--- src/rtl/freq_meter.sv ---
// freq_meter: counts clk cycles spanned by 2^LOG_N periods of sig_in.
// Ports: clk, rst_n, start, sig_in, res_ready in; res_valid, period, overflow, busy out.
module freq_meter #(
  parameter int WIDTH = 16,
  parameter int LOG_N = 0
) (
  input  logic             clk,
  input  logic             rst_n,
  input  logic             start,
  input  logic             sig_in,
  input  logic             res_ready,
  output logic             res_valid,
  output logic [WIDTH-1:0] period,
  output logic             overflow,
  output logic             busy
);

  localparam int EW = LOG_N + 1;
  localparam logic [EW-1:0] LAST = EW'((1 << LOG_N) - 1);
  localparam logic [WIDTH-1:0] MAX = '1;

  typedef enum logic [1:0] {
    S_IDLE,
    S_ARM,
    S_MEAS,
    S_DONE
  } state_t;

  state_t r_state;
  state_t w_next;

  logic             r_s1;
  logic             r_s2;
  logic             r_s3;
  logic             r_edge;
  logic [WIDTH-1:0] r_cnt;
  logic [EW-1:0]    r_ecnt;
  logic [WIDTH-1:0] r_period;
  logic             r_ovf;

  logic w_sat;
  logic w_last;
  logic w_clr_arm;
  logic w_clr_t0;
  logic w_load;
  logic w_load_ovf;

  // 2-flop synchronizer plus a registered rising-edge pulse.
  always_ff @(posedge clk or negedge rst_n) begin
    if (!rst_n) begin
      r_s1   <= 1'b0;
      r_s2   <= 1'b0;
      r_s3   <= 1'b0;
      r_edge <= 1'b0;
    end else begin
      r_s1   <= sig_in;
      r_s2   <= r_s1;
      r_s3   <= r_s2;
      r_edge <= r_s2 & ~r_s3;
    end
  end

  assign w_sat  = (r_cnt == MAX);
  assign w_last = r_edge && (r_ecnt == LAST);

  always_ff @(posedge clk or negedge rst_n) begin
    if (!rst_n) begin
      r_state <= S_IDLE;
    end else begin
      r_state <= w_next;
    end
  end

  always_comb begin
    w_next     = r_state;
    w_clr_arm  = 1'b0;
    w_clr_t0   = 1'b0;
    w_load     = 1'b0;
    w_load_ovf = 1'b0;
    unique case (r_state)
      S_IDLE: begin
        if (start) begin
          w_next    = S_ARM;
          w_clr_arm = 1'b1;
        end
      end
      S_ARM: begin
        if (r_edge) begin
          w_next   = S_MEAS;
          w_clr_t0 = 1'b1;
        end else if (w_sat) begin
          w_next     = S_DONE;
          w_load     = 1'b1;
          w_load_ovf = 1'b1;
        end
      end
      S_MEAS: begin
        // The final edge takes priority over saturation.
        if (w_last) begin
          w_next = S_DONE;
          w_load = 1'b1;
        end else if (w_sat) begin
          w_next     = S_DONE;
          w_load     = 1'b1;
          w_load_ovf = 1'b1;
        end
      end
      S_DONE: begin
        if (res_ready) begin
          w_next = S_IDLE;
        end
      end
      default: w_next = S_IDLE;
    endcase
  end

  // Cycle t0 itself counts as 0, so the first MEASURE cycle holds 1
  // and the counter equals tN - t0 on the final edge.
  // The counter parks at all-ones instead of wrapping.
  always_ff @(posedge clk or negedge rst_n) begin
    if (!rst_n) begin
      r_cnt <= '0;
    end else if (w_clr_arm) begin
      r_cnt <= '0;
    end else if (w_clr_t0) begin
      r_cnt <= WIDTH'(1);
    end else if (busy && !w_sat) begin
      r_cnt <= r_cnt + WIDTH'(1);
    end
  end

  always_ff @(posedge clk or negedge rst_n) begin
    if (!rst_n) begin
      r_ecnt <= '0;
    end else if (w_clr_arm || w_clr_t0) begin
      r_ecnt <= '0;
    end else if (r_state == S_MEAS && r_edge && !w_last) begin
      r_ecnt <= r_ecnt + EW'(1);
    end
  end

  always_ff @(posedge clk or negedge rst_n) begin
    if (!rst_n) begin
      r_period <= '0;
      r_ovf    <= 1'b0;
    end else if (w_load) begin
      r_period <= w_load_ovf ? MAX : r_cnt;
      r_ovf    <= w_load_ovf;
    end
  end

  assign res_valid = (r_state == S_DONE);
  assign busy      = (r_state == S_ARM) || (r_state == S_MEAS);
  assign period    = r_period;
  assign overflow  = r_ovf;

endmodule

--- config.mk ---
export PLATFORM = sky130hd
export DESIGN_NAME = freq_meter
export DESIGN_NICKNAME = d
export VERILOG_FILES = /design/src/rtl/freq_meter.sv
export SDC_FILE = /design/constraint.sdc
export NUM_CORES = 1
export LEC_CHECK = 0
export ABC_CLOCK_PERIOD_IN_PS = 5500
export BUFFER_PORTS_ARGS = -buffer_cell sky130_fd_sc_hd__buf_4
export CORE_ASPECT_RATIO = 0.7
export CORE_MARGIN = 4
export CORE_UTILIZATION = 60
export DETAILED_ROUTE_END_ITERATION = 8
export GPL_TIMING_DRIVEN = 0
export PLACE_DENSITY = 0.93
export RECOVER_POWER = 50
export SLEW_MARGIN = 5
export SYNTH_ARGS = -nofsm -noshare
export SYNTH_HDL_FRONTEND = slang
export SYNTH_SLANG_ARGS = --single-unit
--- constraint.sdc ---
create_clock -name clk -period 5.5 [get_ports clk]
set_input_delay 0.55 -clock clk [delete_from_list [all_inputs] [get_ports clk]]
set_output_delay 0.55 -clock clk [all_outputs]
set_load 0.05 [all_outputs]
==> qor.txt, run 1 <==
Setup bufs post-CTS: 0
RSZ-0062 raised after global routing: no
Clock Power Share: 0.287
FF-to-FF Start: r_cnt[0]$_DFFE_PN0P_
Gp weighted congestion: 0.8387
Overall Power: 0.9449 mW
Final period utilization: 0.4265
Core Area: 2943 µm²
CP Launch Point: r_cnt[0]$_DFFE_PN0P_
Leak pwr: 1.085 nW
Fraction of layout cells with a size suffix above 1: 0.2167
Commonest non-fill, non-tap cell in the layout: dfrtp_1
Row count: 16
Setup TNS: 0 ns
Largest net degree at the start of global routing: 41
Die Ht: 55.66 µm
Hpwl dp: 2.857 mm
Syn avg cell area: 11.25 µm²
Final Hold Viols: 0
Final Max Slew Viols: 41
Num Clock Sinks: 40
GRT Util Overall: 0.1960
Final net count: 214
Drt drc: 0
Hold path start: r_s1$_DFF_PN0_
Crit path max fanout: 10
DR vias: 1,415
Buffers on Ports: 23
WL/cell: 16.32 µm
Worst EP arrival: 2.52 ns
Peak VDD IR: 0.3229 mV
First-pass GRT wire length: 6.617 mm
Max cap viols: 1
DRT Wirelength: 3.900 mm
CTS clk-pin slew, worst paths: 0.07 ns
Actual slew at the worst max-slew pin: 2.033 ns
Clock root buffer: clkbuf_8
Ant. Diodes: 0
Routed Antenna Nets: 0
Boundary Pins: 24
Crit-path slowest cell: dfrtp_1
Critical path class: flip-flop to flip-flop
Worst Hold Class: flip-flop to flip-flop
Failing checks: capacitance limit, slew limit
Crit. End Element: flip-flop
Slowest stage delay, CP: 0.45 ns
TritonRoute pass-1 iters: 4
Die width: 76.09 µm
Power Dens Cells: 416.1 nW/µm²
FILL cells: 187
Post-Route Utilization: 0.7717
Seq cells post-synth: 40
Initial antenna violation count: 0
Worst path cell trace: ha_1 -> and4_1 -> nand3_2 -> o32ai_1 -> o211a_1 -> buf_6 -> buf_12 -> mux2_4
Starting DRT DRC Count: 125
WP buf/inv: 2
Slew HR: -0.3556
# H-tree levels: 2
Die area: 4235 µm²
Finish-stage setup viols: 0
Outcome: finished with violations
Synth warn: 0
Most frequent cells in the layout: 40 x dfrtp_1, 24 x nor2_1, 16 x buf_4, 15 x xor2_1, 13 x inv_1
Clock buffer depth: 2
Post-layout min period: 2.346 ns
Hold_ws: 0.3527 ns
Switching Power: 0.3421 mW
Post-Syn Nets: 184
Minimum setup slack among reg-to-reg paths: 3.15 ns
Mapped Cells: 173
F_max: 426.3 MHz
Post_cts resized: 0
Sequential share of power: 0.377
Final Skew: 0.01151 ns
Post-synthesis sequential area ratio: 0.5141
Startpoint types: flip-flop
Sw Ratio: 0.3620
Cell Int Power: 0.6028 mW
Crit path required time: 5.67 ns
Hold-fix buffers, CTS: 0
Logic gate share of total power: 0.336
Mapped Area: 1947 µm²
P&R area growth vs syn: 16.65%
Grt total ovfl: 0
Starting Density: 0.6616
TritonCTS clock tree: yes
Number of global-route vias before repair: 1,385
Later-pin clock latency in the skew report: 0.29 ns
Netlist cell types: 40
Family with the most delay on the worst path: compound AO/OA/AOI/OAI gates
TritonCTS Buffers: 5
Vias per Instance: 5.921
==> per-stage QoR <==
step,cells,instance area (µm²),worst slack [ns]
after floorplan,173,1947,3.310
after global placement,232,2165,3.299
after detailed placement,232,2165,3.194
after CTS,239,2293,3.173
after global routing,239,2271,2.970
final,239,2271,3.154
==> power groups by stage <==
stage | Clock, mW | Sequential, mW | Combinational [mW]
floorplan | 0 | 0.385 | 0.204
global placement | 0 | 0.358 | 0.299
detailed placement | 0 | 0.361 | 0.317
CTS | 0.275 | 0.356 | 0.319
global route | 0.293 | 0.361 | 0.340
finish | 0.271 | 0.356 | 0.318
==> final cells by class <==
cell class	count	area [µm²]	area share
inverter	13	48.80	0.02149
clock buffer	5	68.82	0.03030
clock inverter	2	60.06	0.02645
timing repair buffer	23	150.1	0.06612
sequential	40	1001	0.4408
buffer	6	47.55	0.02094
multi-input combinational	114	849.6	0.3741
tap	36	45.04	0.01983
==> sequential cells by signal, indices dropped and copies added, names as in the netlist <==
register / cells
period: 16
r_s3: 1
r_edge: 1
r_state: 2
r_ecnt: 1
r_s1: 1
r_s2: 1
r_cnt: 16
overflow: 1
==> kinds of logic after synthesis <==
kind of cell             count (synthesis)  synth area share
adder cells (fa/ha/maj)                  6           0.03856
XOR/XNOR                                15           0.06748
buffers and inverters                   19           0.04948
flip-flops                              40            0.5141
AO/OA/AOI/OAI                           21           0.08098
multiplexers                            17            0.1099
AND/OR/NAND/NOR                         55            0.1395
==> per-layer routing <==
layer  routed length, µm  up-vias  GRT usage
li1                    -      667          -
met1                1715      667     0.2586
met2                1813       72     0.3073
met3                 325        9    0.05825
met4                  46        0    0.06983
met5                   0        -          0
==> final timing paths <==
path	end	cells past startpoint
worst max-delay path	period[10]$_DFFE_PN0P_	8
worst min-delay path	r_s2$_DFF_PN0_	0
worst max register to register	period[10]$_DFFE_PN0P_	8
worst min register to register	r_s2$_DFF_PN0_	0
max in group asynchronous	period[8]$_DFFE_PN0P_	1
min in group asynchronous	period[0]$_DFFE_PN0P_	1
==> Yosys cell counts (all sizes together) <==
| library cell | number | area [µm²] |
|---|---|---|
| and3 | 2 | 13.77 |
| ha | 6 | 75.07 |
| nor2b | 1 | 6.260 |
| o32ai | 1 | 8.760 |
| o221ai | 1 | 8.760 |
| o211a | 1 | 10.01 |
| nand3 | 6 | 35.03 |
| mux2i | 3 | 30.03 |
| nand4 | 4 | 25.02 |
| o2111ai | 4 | 35.03 |
| nand4b | 1 | 8.760 |
| a2bb2oi | 1 | 8.760 |
| o311ai | 1 | 8.760 |
| o211ai | 3 | 22.52 |
| dfrtp | 40 | 1001 |
| nor4 | 1 | 6.260 |
| o21bai | 1 | 7.510 |
| nor2 | 24 | 90.09 |
| nand2 | 10 | 37.54 |
| xor2 | 15 | 131.4 |
| clkbuf | 3 | 11.26 |
| a22oi | 1 | 7.510 |
| nor3 | 2 | 10.01 |
| a21boi | 1 | 7.510 |
| inv | 13 | 48.80 |
| a31oi | 1 | 6.260 |
| mux2 | 14 | 183.9 |
| a21oi | 1 | 5.000 |
| nor4b | 1 | 15.01 |
| o21ai | 3 | 15.01 |
| o22ai | 1 | 6.260 |
| or3 | 1 | 6.260 |
| and4 | 2 | 17.52 |
| buf | 3 | 36.28 |
No activity file was read; power rests on OpenSTA's default activity.
==> run 2: changes to the inputs <==
- ABC_CLOCK_PERIOD_IN_PS: 5500 -> 2400
- CORE_UTILIZATION: 60 -> 57
- PLACE_DENSITY: 0.93 -> 0.9
- clock period: 5.5 -> 2.4 ns (I/O delays scaled with it)
==> run 2 against run 1 <==
Largest power group unchanged. Sequential power rose by 130%. Via count fell by 0.21%. Flip-flop and latch count did not move. Total power rose by 120%. The flow now finishes without violations.
==> qor.txt, run 2 (same netlist as run 1, synthesis figures left out) <==
Later-pin clock latency in the skew report: 0.30 ns (was 0.29 ns)
Boundary Pins: 24 (unchanged)
DRT Wirelength: 3.957 mm (was 3.900 mm)
Vias per Instance: 5.603 (was 5.921)
Overall Power: 2.088 mW (was 0.9449 mW)
Die area: 4429 µm² (was 4235 µm²)
Largest net degree at the start of global routing: 41 (unchanged)
DR vias: 1,412 (was 1,415)
Buffers on Ports: 23 (unchanged)
TritonRoute pass-1 iters: 4 (unchanged)
DP Area: 2178 µm² (was 2165 µm²)
Post-Route Utilization: 0.7211 (was 0.7717)
Die Ht: 56.90 µm (was 55.66 µm)
Core Area: 3212 µm² (was 2943 µm²)
Gp weighted congestion: 0.8407 (was 0.8387)
GRT Util Overall: 0.1976 (was 0.1960)
Outcome: completed (was finished with violations)
Commonest non-fill, non-tap cell in the layout: dfrtp_1 (unchanged)
Post-layout min period: 2.324 ns (was 2.346 ns)
Startpoint types: flip-flop (unchanged)
Slew HR: 0.3709 (was -0.3556)
Placed insts: 243 (was 232)
Actual slew at the worst max-slew pin: 0.9436 ns (was 2.033 ns)
Reg area: 1003 µm² (was 1001 µm²)
F_max: 430.3 MHz (was 426.3 MHz)
Hpwl dp: 2.851 mm (was 2.857 mm)
Die width: 77.85 µm (was 76.09 µm)
Starting DRT DRC Count: 71 (was 125)
Final Skew: 0.008288 ns (was 0.01151 ns)
Clock root buffer: clkbuf_8 (unchanged)
WL/cell: 15.70 µm (was 16.32 µm)
Clock buffer depth: 2 (unchanged)
Power Dens Cells: 901.6 nW/µm² (was 416.1 nW/µm²)
FILL cells: 232 (was 187)
Ant. Diodes: 0 (unchanged)
Setup TNS: 0 ns (unchanged)
Slowest stage delay, CP: 0.42 ns (was 0.45 ns)
Worst EP arrival: 2.51 ns (was 2.52 ns)
TritonCTS clock tree: yes (unchanged)
Worst path cell trace: ha_1 -> and4_1 -> nand3_2 -> o32ai_4 -> o211a_1 -> buf_6 -> buf_12 -> mux2_4 (was ha_1 -> and4_1 -> nand3_2 -> o32ai_1 -> o211a_1 -> buf_6 -> buf_12 -> mux2_4)
Leak pwr: 1.096 nW (was 1.085 nW)
Grt total ovfl: 0 (unchanged)
Finish-stage setup viols: 0 (unchanged)
Final period utilization: 0.9683 (was 0.4265)
Routed Antenna Nets: 0 (unchanged)
P&R area growth vs syn: 18.96% (was 16.65%)
Max cap viols: 0 (was 1)
Crit path required time: 2.58 ns (was 5.67 ns)
Setup bufs post-CTS: 0 (unchanged)
Final Max Slew Viols: 0 (was 41)
Cells on worst reg2reg path: 8 (unchanged)
Starting Density: 0.6062 (was 0.6616)
Drt drc: 0 (unchanged)
Crit-path slowest cell: dfrtp_2 (was dfrtp_1)
TritonCTS Buffers: 5 (unchanged)
Most frequent cells in the layout: 38 x dfrtp_1, 23 x nor2_1, 19 x buf_4, 15 x xor2_1, 13 x inv_1 (was 40 x dfrtp_1, 24 x nor2_1, 16 x buf_4, 15 x xor2_1, 13 x inv_1)
Num Clock Sinks: 40 (unchanged)
Critical path class: flip-flop to flip-flop (unchanged)
Crit path max fanout: 10 (unchanged)
Initial antenna violation count: 0 (unchanged)
Number of global-route vias before repair: 1,463 (was 1,385)
Worst Hold Class: input port to flip-flop (was flip-flop to flip-flop)
# H-tree levels: 2 (unchanged)
First-pass GRT wire length: 6.741 mm (was 6.617 mm)
Peak VDD IR: 0.7557 mV (was 0.3229 mV)
Post-route cell area: 2316 µm² (was 2271 µm²)
Final net count: 215 (was 214)
WHS Path Cells: 1 (was 0)
Post-Layout Cell Count: 252 (was 239)
Crit. End Element: flip-flop (unchanged)
Row count: 17 (was 16)
Multi-input gate area in the final layout: 877.1 µm² (was 849.6 µm²)
Fraction of layout cells with a size suffix above 1: 0.2585 (was 0.2167)
CTS clk-pin slew, worst paths: 0.07 ns (about the same)
Final Hold Viols: 0 (unchanged)
[run 2: critical path: cells and delay by family (launching register included)]
kind	cells	cell delay, ns
AOI/OAI and AO/OA	2	0.47
adders and majority gates	1	0.24
buffers and inverters	2	0.30
DFF	1	0.42
muxes	1	0.30
and+or+nand+nor	2	0.47
[run 2: final cells by class]
cell class	instances	area share
multi-input combinational	114	0.3787
sequential	40	0.4333
clock inverter	2	0.01513
timing repair buffer	24	0.07455
clock buffer	6	0.03133
tap	47	0.02539
inverter	13	0.02107
buffer	6	0.02053
[run 2: what timing repair did]
action,CTS,global route
resized for setup,1,5
setup endpoints to repair,7,13
endpoints found under the hold margin,40,0
hold buffers,1,0
[run 2: routing by layer]
metal,vias to the layer above,global-route usage,wire length [µm]
met3,10,0.06090,264
li1,664,-,-
met1,683,0.2526,1747
met4,0,0.09391,87
met5,-,0,0
met2,55,0.3061,1857
[run 2: per-stage QoR]
step	setup slack [ns]	hold WS, ns
floorplan	0.2104	-0.05559
global placement	0.1928	0.2297
detailed placement	0.03768	0.2325
CTS	0.03833	0.03910
global route	-0.01714	0.06600
finish	0.07604	0.06490
[run 2: worst paths after layout]
path / start / to / slack [ns]
worst max-delay path: r_cnt[0]$_DFFE_PN0P_ / period[8]$_DFFE_PN0P_ / 0.08
worst min-delay path: sig_in / r_s1$_DFF_PN0_ / 0.06
worst max register to register: r_cnt[0]$_DFFE_PN0P_ / period[8]$_DFFE_PN0P_ / 0.08
worst min register to register: r_s1$_DFF_PN0_ / r_s2$_DFF_PN0_ / 0.36
max in group asynchronous: rst_n / r_cnt[0]$_DFFE_PN0P_ / 1.13
min in group asynchronous: rst_n / period[9]$_DFFE_PN0P_ / 0.62
[run 2: power by group]
group / switching (mW) / internal (mW) / total (mW)
Sequential: 0.0784 / 0.745 / 0.824
Combinational: 0.491 / 0.243 / 0.734
Clock: 0.222 / 0.308 / 0.530
Total: 0.791 / 1.30 / 2.09
